<file path="src/rtl/mac_sequencer_pkg.sv">
// Shared types and default sizing for the MAC job sequencer.
package mac_sequencer_pkg;

    localparam int unsigned DefSteps = 8;
    localparam int unsigned DefCntW  = 3;

    typedef enum logic [1:0] {
        StIdle  = 2'd0,
        StClear = 2'd1,
        StRun   = 2'd2,
        StDone  = 2'd3
    } state_e;

endpackage

</file>
<file path="src/rtl/mac_sequencer_if.sv">
// Command/datapath-control bundle between the MAC top level and the sequencer.
interface mac_sequencer_if
    import mac_sequencer_pkg::*;
#(
    parameter int unsigned CNT_W = DefCntW
);

    logic             start_i;
    logic             stall_i;
    logic             abort_i;
    logic             done_ack_i;
    logic             ready_o;
    logic             acc_clear_o;
    logic             acc_en_o;
    logic [CNT_W-1:0] step_o;
    logic             busy_o;
    logic             done_o;

    modport slave (
        input  start_i, stall_i, abort_i, done_ack_i,
        output ready_o, acc_clear_o, acc_en_o, step_o, busy_o, done_o
    );

    modport master (
        output start_i, stall_i, abort_i, done_ack_i,
        input  ready_o, acc_clear_o, acc_en_o, step_o, busy_o, done_o
    );

endinterface

</file>
<file path="src/rtl/mac_step_counter.sv">
// Operand index counter: counts 0..STEPS-1 and returns to 0 after the last step.
module mac_step_counter
    import mac_sequencer_pkg::*;
#(
    parameter int unsigned STEPS = DefSteps,
    parameter int unsigned CNT_W = DefCntW
) (
    input  logic             clk_i,
    input  logic             reset_i,
    input  logic             clear_i,
    input  logic             en_i,
    output logic [CNT_W-1:0] count_o,
    output logic             last_o
);

    logic [CNT_W-1:0] count_q;

    assign last_o  = (count_q == CNT_W'(STEPS - 1));
    assign count_o = count_q;

    // Wrapping at the last step keeps codes >= STEPS unreachable.
    always_ff @(posedge clk_i) begin
        if (reset_i || clear_i) begin
            count_q <= '0;
        end else if (en_i) begin
            count_q <= last_o ? '0 : count_q + 1'b1;
        end
    end

endmodule

</file>
<file path="src/rtl/mac_sequencer.sv">
// Control FSM for one multiply-accumulate job: clear, STEPS accumulate steps, then done.
module mac_sequencer
    import mac_sequencer_pkg::*;
#(
    parameter int unsigned STEPS = DefSteps,
    parameter int unsigned CNT_W = DefCntW
) (
    input logic            clk_i,
    input logic            reset_i,
    mac_sequencer_if.slave bus
);

    state_e           state_q, state_d;
    logic             ready_q, clear_q, busy_q, done_q;
    logic [CNT_W-1:0] count;
    logic             last;
    logic             cnt_clear, cnt_en;

    always_comb begin
        state_d = state_q;
        if (bus.abort_i && (state_q != StIdle)) begin
            state_d = StIdle;
        end else begin
            unique case (state_q)
                StIdle:  if (bus.start_i) state_d = StClear;
                StClear: state_d = StRun;
                StRun:   if (!bus.stall_i && last) state_d = StDone;
                StDone:  if (bus.done_ack_i) state_d = StIdle;
                default: state_d = StIdle;
            endcase
        end
    end

    // Flags are registered from the next state so outputs carry no input paths.
    always_ff @(posedge clk_i) begin
        if (reset_i) begin
            state_q <= StIdle;
            ready_q <= 1'b1;
            clear_q <= 1'b0;
            busy_q  <= 1'b0;
            done_q  <= 1'b0;
        end else begin
            state_q <= state_d;
            ready_q <= (state_d == StIdle);
            clear_q <= (state_d == StClear);
            busy_q  <= (state_d == StClear) || (state_d == StRun);
            done_q  <= (state_d == StDone);
        end
    end

    assign cnt_clear = (state_q != StRun) || bus.abort_i;
    assign cnt_en    = (state_q == StRun) && !bus.stall_i;

    mac_step_counter #(
        .STEPS (STEPS),
        .CNT_W (CNT_W)
    ) u_counter (
        .clk_i   (clk_i),
        .reset_i (reset_i),
        .clear_i (cnt_clear),
        .en_i    (cnt_en),
        .count_o (count),
        .last_o  (last)
    );

    assign bus.ready_o     = ready_q;
    assign bus.acc_clear_o = clear_q;
    assign bus.busy_o      = busy_q;
    assign bus.done_o      = done_q;
    assign bus.step_o      = count;
    assign bus.acc_en_o    = (state_q == StRun) && !bus.stall_i;

endmodule
</file>
<file path="src/flat_wrapper.sv">
// flat-port wrapper written by rule: the top's interface ports become plain ports
module mac_sequencer_flat import mac_sequencer_pkg::*;
#(
    parameter int unsigned STEPS = DefSteps,
    parameter int unsigned CNT_W = DefCntW
)
  (clk_i, reset_i, bus_start_i, bus_stall_i, bus_abort_i, bus_done_ack_i, bus_ready_o, bus_acc_clear_o, bus_acc_en_o, bus_step_o, bus_busy_o, bus_done_o);
  mac_sequencer_if #(.CNT_W(CNT_W)) bus_i ();
  input logic clk_i;
  input logic reset_i;
  input wire logic [$bits(bus_i.start_i)-1:0] bus_start_i;
  input wire logic [$bits(bus_i.stall_i)-1:0] bus_stall_i;
  input wire logic [$bits(bus_i.abort_i)-1:0] bus_abort_i;
  input wire logic [$bits(bus_i.done_ack_i)-1:0] bus_done_ack_i;
  output wire logic [$bits(bus_i.ready_o)-1:0] bus_ready_o;
  output wire logic [$bits(bus_i.acc_clear_o)-1:0] bus_acc_clear_o;
  output wire logic [$bits(bus_i.acc_en_o)-1:0] bus_acc_en_o;
  output wire logic [$bits(bus_i.step_o)-1:0] bus_step_o;
  output wire logic [$bits(bus_i.busy_o)-1:0] bus_busy_o;
  output wire logic [$bits(bus_i.done_o)-1:0] bus_done_o;
  assign bus_i.start_i = bus_start_i;
  assign bus_i.stall_i = bus_stall_i;
  assign bus_i.abort_i = bus_abort_i;
  assign bus_i.done_ack_i = bus_done_ack_i;
  assign bus_ready_o = bus_i.ready_o;
  assign bus_acc_clear_o = bus_i.acc_clear_o;
  assign bus_acc_en_o = bus_i.acc_en_o;
  assign bus_step_o = bus_i.step_o;
  assign bus_busy_o = bus_i.busy_o;
  assign bus_done_o = bus_i.done_o;
  mac_sequencer #(.STEPS(STEPS), .CNT_W(CNT_W)) u_core (.clk_i(clk_i), .reset_i(reset_i), .bus(bus_i));
endmodule
</file>
<file path="config.mk">
export PLATFORM = sky130hd
export DESIGN_NAME = mac_sequencer_flat
export DESIGN_NICKNAME = d
export VERILOG_FILES = /design/src/rtl/mac_sequencer_pkg.sv /design/src/rtl/mac_sequencer_if.sv /design/src/rtl/mac_step_counter.sv /design/src/rtl/mac_sequencer.sv /design/src/flat_wrapper.sv
export SDC_FILE = /design/constraint.sdc
export NUM_CORES = 1
export LEC_CHECK = 0
export BUFFER_PORTS_ARGS = -buffer_cell sky130_fd_sc_hd__buf_2
export CAP_MARGIN = 10
export CORE_MARGIN = 1
export CORE_UTILIZATION = 30
export DETAILED_ROUTE_END_ITERATION = 8
export GPL_TIMING_DRIVEN = 0
export PLACE_DENSITY = 0.49
export RECOVER_POWER = 50
export SKIP_CTS_REPAIR_TIMING = 1
export SLEW_MARGIN = 20
export SYNTH_ARGS = -nofsm -noshare
export SYNTH_HDL_FRONTEND = slang
export SYNTH_SLANG_ARGS = --single-unit
export TNS_END_PERCENT = 20
</file>
<file path="constraint.sdc">
create_clock -name clk_i -period 2 [get_ports clk_i]
set_input_delay 0.2 -clock clk_i [delete_from_list [all_inputs] [get_ports clk_i]]
set_output_delay 0.2 -clock clk_i [all_outputs]
set_load 0.01 [all_outputs]
</file>
==> impl_metrics.json <==
{
  "syn-instance-count": 39,
  "startpoint_type": "flip-flop",
  "netlist_top_cells_area": "dfxtp_1 (43%), ha_1 (15%), nor2_1 (5.4%)",
  "yosysUniqueCellTypes": 16,
  "rsz0062_at_grt": "false",
  "drv_cap": 0,
  "n_fill_cell": 146,
  "num_antenna_cells": 0,
  "maxSlewViolCount": 0,
  "rows": 13,
  "overflow": 0,
  "ant_nets": 0,
  "vias_per_cell": 4.268,
  "worstPathArrival_ps": 1790,
  "hpwl_um": 534,
  "h-tree-depth": 1,
  "grt_pass1_vias": 286,
  "tns_ps": 0,
  "seq_area_um2": 180.2,
  "cts_buffers": 3,
  "period_needed_ps": 1644,
  "synth_top_area_share": 0.4311,
  "drt_first_pass_iters": 2,
  "required_ps": 2140,
  "io_buffer_count": 13,
  "die_area_um2": 1546,
  "p_per_area_nw_per_um2": 696.8,
  "routedWlPerCell_um": 9.662,
  "vias": 303,
  "clk_pin_slew_ps": 60,
  "yosysSeqAreaShare": 0.4311,
  "grt_use_total": 0.1214,
  "period_share": 0.8222,
  "max_clock_freq_mhz": 608.2,
  "stdcell_area_um2": 519.2,
  "syn_area_um2": 417.9,
  "crit_fanout": 4,
  "hp-class": "input pin to flip-flop",
  "syn2layout_area_growth_pct": 24.25,
  "nets": 68,
  "die_h_um": 39.32,
  "final_layout_size_suffix_gt1_frac": 0.2321,
  "status": "completed",
  "grt_pass1_wl_mm": 1.173,
  "synth_area_per_cell_um2": 10.72,
  "root_buffer": "clkbuf_4",
  "multi_input_area_um2": 222.7,
  "yosysWarnings": 0,
  "grt_max_degree": 8,
  "p_comb_frac": 0.096,
  "p_clk_frac": 0.376,
  "setup_viol": 0,
  "slew_headroom": 0.7699,
  "synth_top_family_by_area": "simple AND/OR/NAND/NOR gates",
  "die_w_um": 39.32,
  "synth-simple-area-share": 0.2635,
  "cts_tree": "done",
  "p_leak_nw": 0.2314,
  "path_common_cell": "ha_1",
  "slowest_delay_ps": 340,
  "path_cells": "ha_1 > ha_1 > a311oi_2 > inv_1 > ha_1 > nor2b_1",
  "drc_errors": 0,
  "placed_cell_area_um2": 501.7,
  "power.sequential.fraction": 0.528,
  "worstMarginPinSlew_ps": 343.7,
  "initial_core_util": 0.3212,
  "fin_skew_ps": 4.742,
  "syn-num-nets": 50,
  "gp_congestion": 0.6361,
  "synth_compound_area_frac": 0.07186,
  "clk_latency_ps": 250,
  "slowest_stage": "dfxtp_1",
  "io_pins": 14,
  "antenna_found_initial": 0,
  "worstSetupPathType": "flip-flop to flip-flop",
  "clock_path_buffers": 2,
  "switching_share": 0.2272,
  "synthMuxAreaShare": 0.04790,
  "max-vdd-ir-drop_mv": 0.3301,
  "cts_sinks": 9,
  "synthAdderAreaFrac": 0.1497,
  "core_um2": 1301,
  "cell_internal_pwr_uw": 279.6,
  "synth.largest_area_cell": "dfxtp_1",
  "synth-xor-area-share": 0,
  "wl_um": 686,
  "ys_ff_latch": 9,
  "cp-end-kind": "flip-flop",
  "switchingPower_uw": 82.21,
  "hold_violations": 0,
  "drtIter0Drc": 3
}
## critical path, delay by kind of cell, from the launching register on
kind / cells / cell delay (ps)
AO/OA/AOI/OAI: 1 / 340
adder cells (fa/ha/maj): 3 / 620
buffers and inverters: 1 / 110
flip-flops: 1 / 340
AND/OR/NAND/NOR: 1 / 120
## stage by stage
stage | power (mW) | cells | setup WS (ps) | hold WS [ps] | utilization
4_1_cts | 0.3728 | 71 | 352.4 | 190.4 | 0.4058
5_1_grt | 0.3857 | 71 | 257.7 | 185.3 | 0.3990
2_1_floorplan | 0.2151 | 39 | 464.9 | 271.6 | -
6_report | 0.3618 | 71 | 355.7 | 193.8 | 0.3990
3_5_place_dp | 0.2318 | 67 | 370.9 | 464.3 | 0.3856
3_3_place_gp | 0.2311 | 67 | 384.6 | 462.7 | 0.3856
## per-layer routing
layer  part of all wire  wire [um]  track usage
met1               0.51        352       0.1528
met2               0.41        283       0.1542
met3              0.057         39      0.03409
met4              0.015         10       0.1293
met5                  0          0            0
## registers in the layout, indices dropped and copies added (netlist names)
signal and count:
u_core.bus.acc_clear_o 1, u_core.bus.busy_o 1, u_core.bus.done_o 1, u_core.bus.ready_o 1, u_core.state_q 2, u_core.u_counter.count_o 3
## cells by family after synthesis
group	Yosys count
simple gates	16
flops	9
fa+ha+maj	5
buf+inv	4
compound gates	3
mux	2
## worst paths after layout
check	start	to	slack, ps	cells past startpoint
max	u_core.u_counter.count_o[0]	u_core.bus.acc_clear_o	360	6
min	reset_i	u_core.state_q[1]	190	2
max reg2reg	u_core.u_counter.count_o[0]	u_core.bus.acc_clear_o	360	6
min reg2reg	u_core.u_counter.count_o[1]	u_core.u_counter.count_o[1]	530	2
## cell type report
| cell class | count | share of cell area |
|---|---|---|
| well taps | 15 | 0.03614 |
| repair buffers | 13 | 0.1084 |
| inverters | 4 | 0.02892 |
| flip-flops and latches | 9 | 0.3470 |
| multi-input cells | 26 | 0.4289 |
| clock buffers | 4 | 0.05060 |
## power groups by stage
stage	Sequential, mW	Clock [mW]	Combinational [mW]
floorplan	0.197	0	0.0178
global placement	0.195	0	0.0364
detailed placement	0.195	0	0.0369
CTS	0.191	0.145	0.0371
global route	0.192	0.153	0.0410
finish	0.191	0.136	0.0349
## placed cells by master (no fill, tap or decap), types with 2 or more instances in the layout
| master | synthesis | layout |
|---|---|---|
| clkbuf_1 | 0 | 8 |
| nor2_1 | 6 | 6 |
| dfxtp_1 | 9 | 9 |
| nor2b_1 | 3 | 3 |
| ha_1 | 5 | 5 |
| mux2i_1 | 2 | 2 |
| inv_1 | 4 | 4 |
| clkbuf_4 | 0 | 3 |
| buf_2 | 0 | 6 |
## Yosys cell counts
| master | n |
|---|---|
| a311oi_2 | 1 |
| a22oi_1 | 1 |
| nand3_1 | 1 |
| nand2b_1 | 1 |
| ha_1 | 5 |
| o211ai_1 | 1 |
| and4bb_1 | 1 |
| nor3b_1 | 1 |
| dfxtp_1 | 9 |
| mux2i_1 | 2 |
| inv_1 | 4 |
| or2_2 | 1 |
| nor2b_1 | 3 |
| nor3b_4 | 1 |
| nor3b_2 | 1 |
| nor2_1 | 6 |
(Power assumes the default switching activity.)
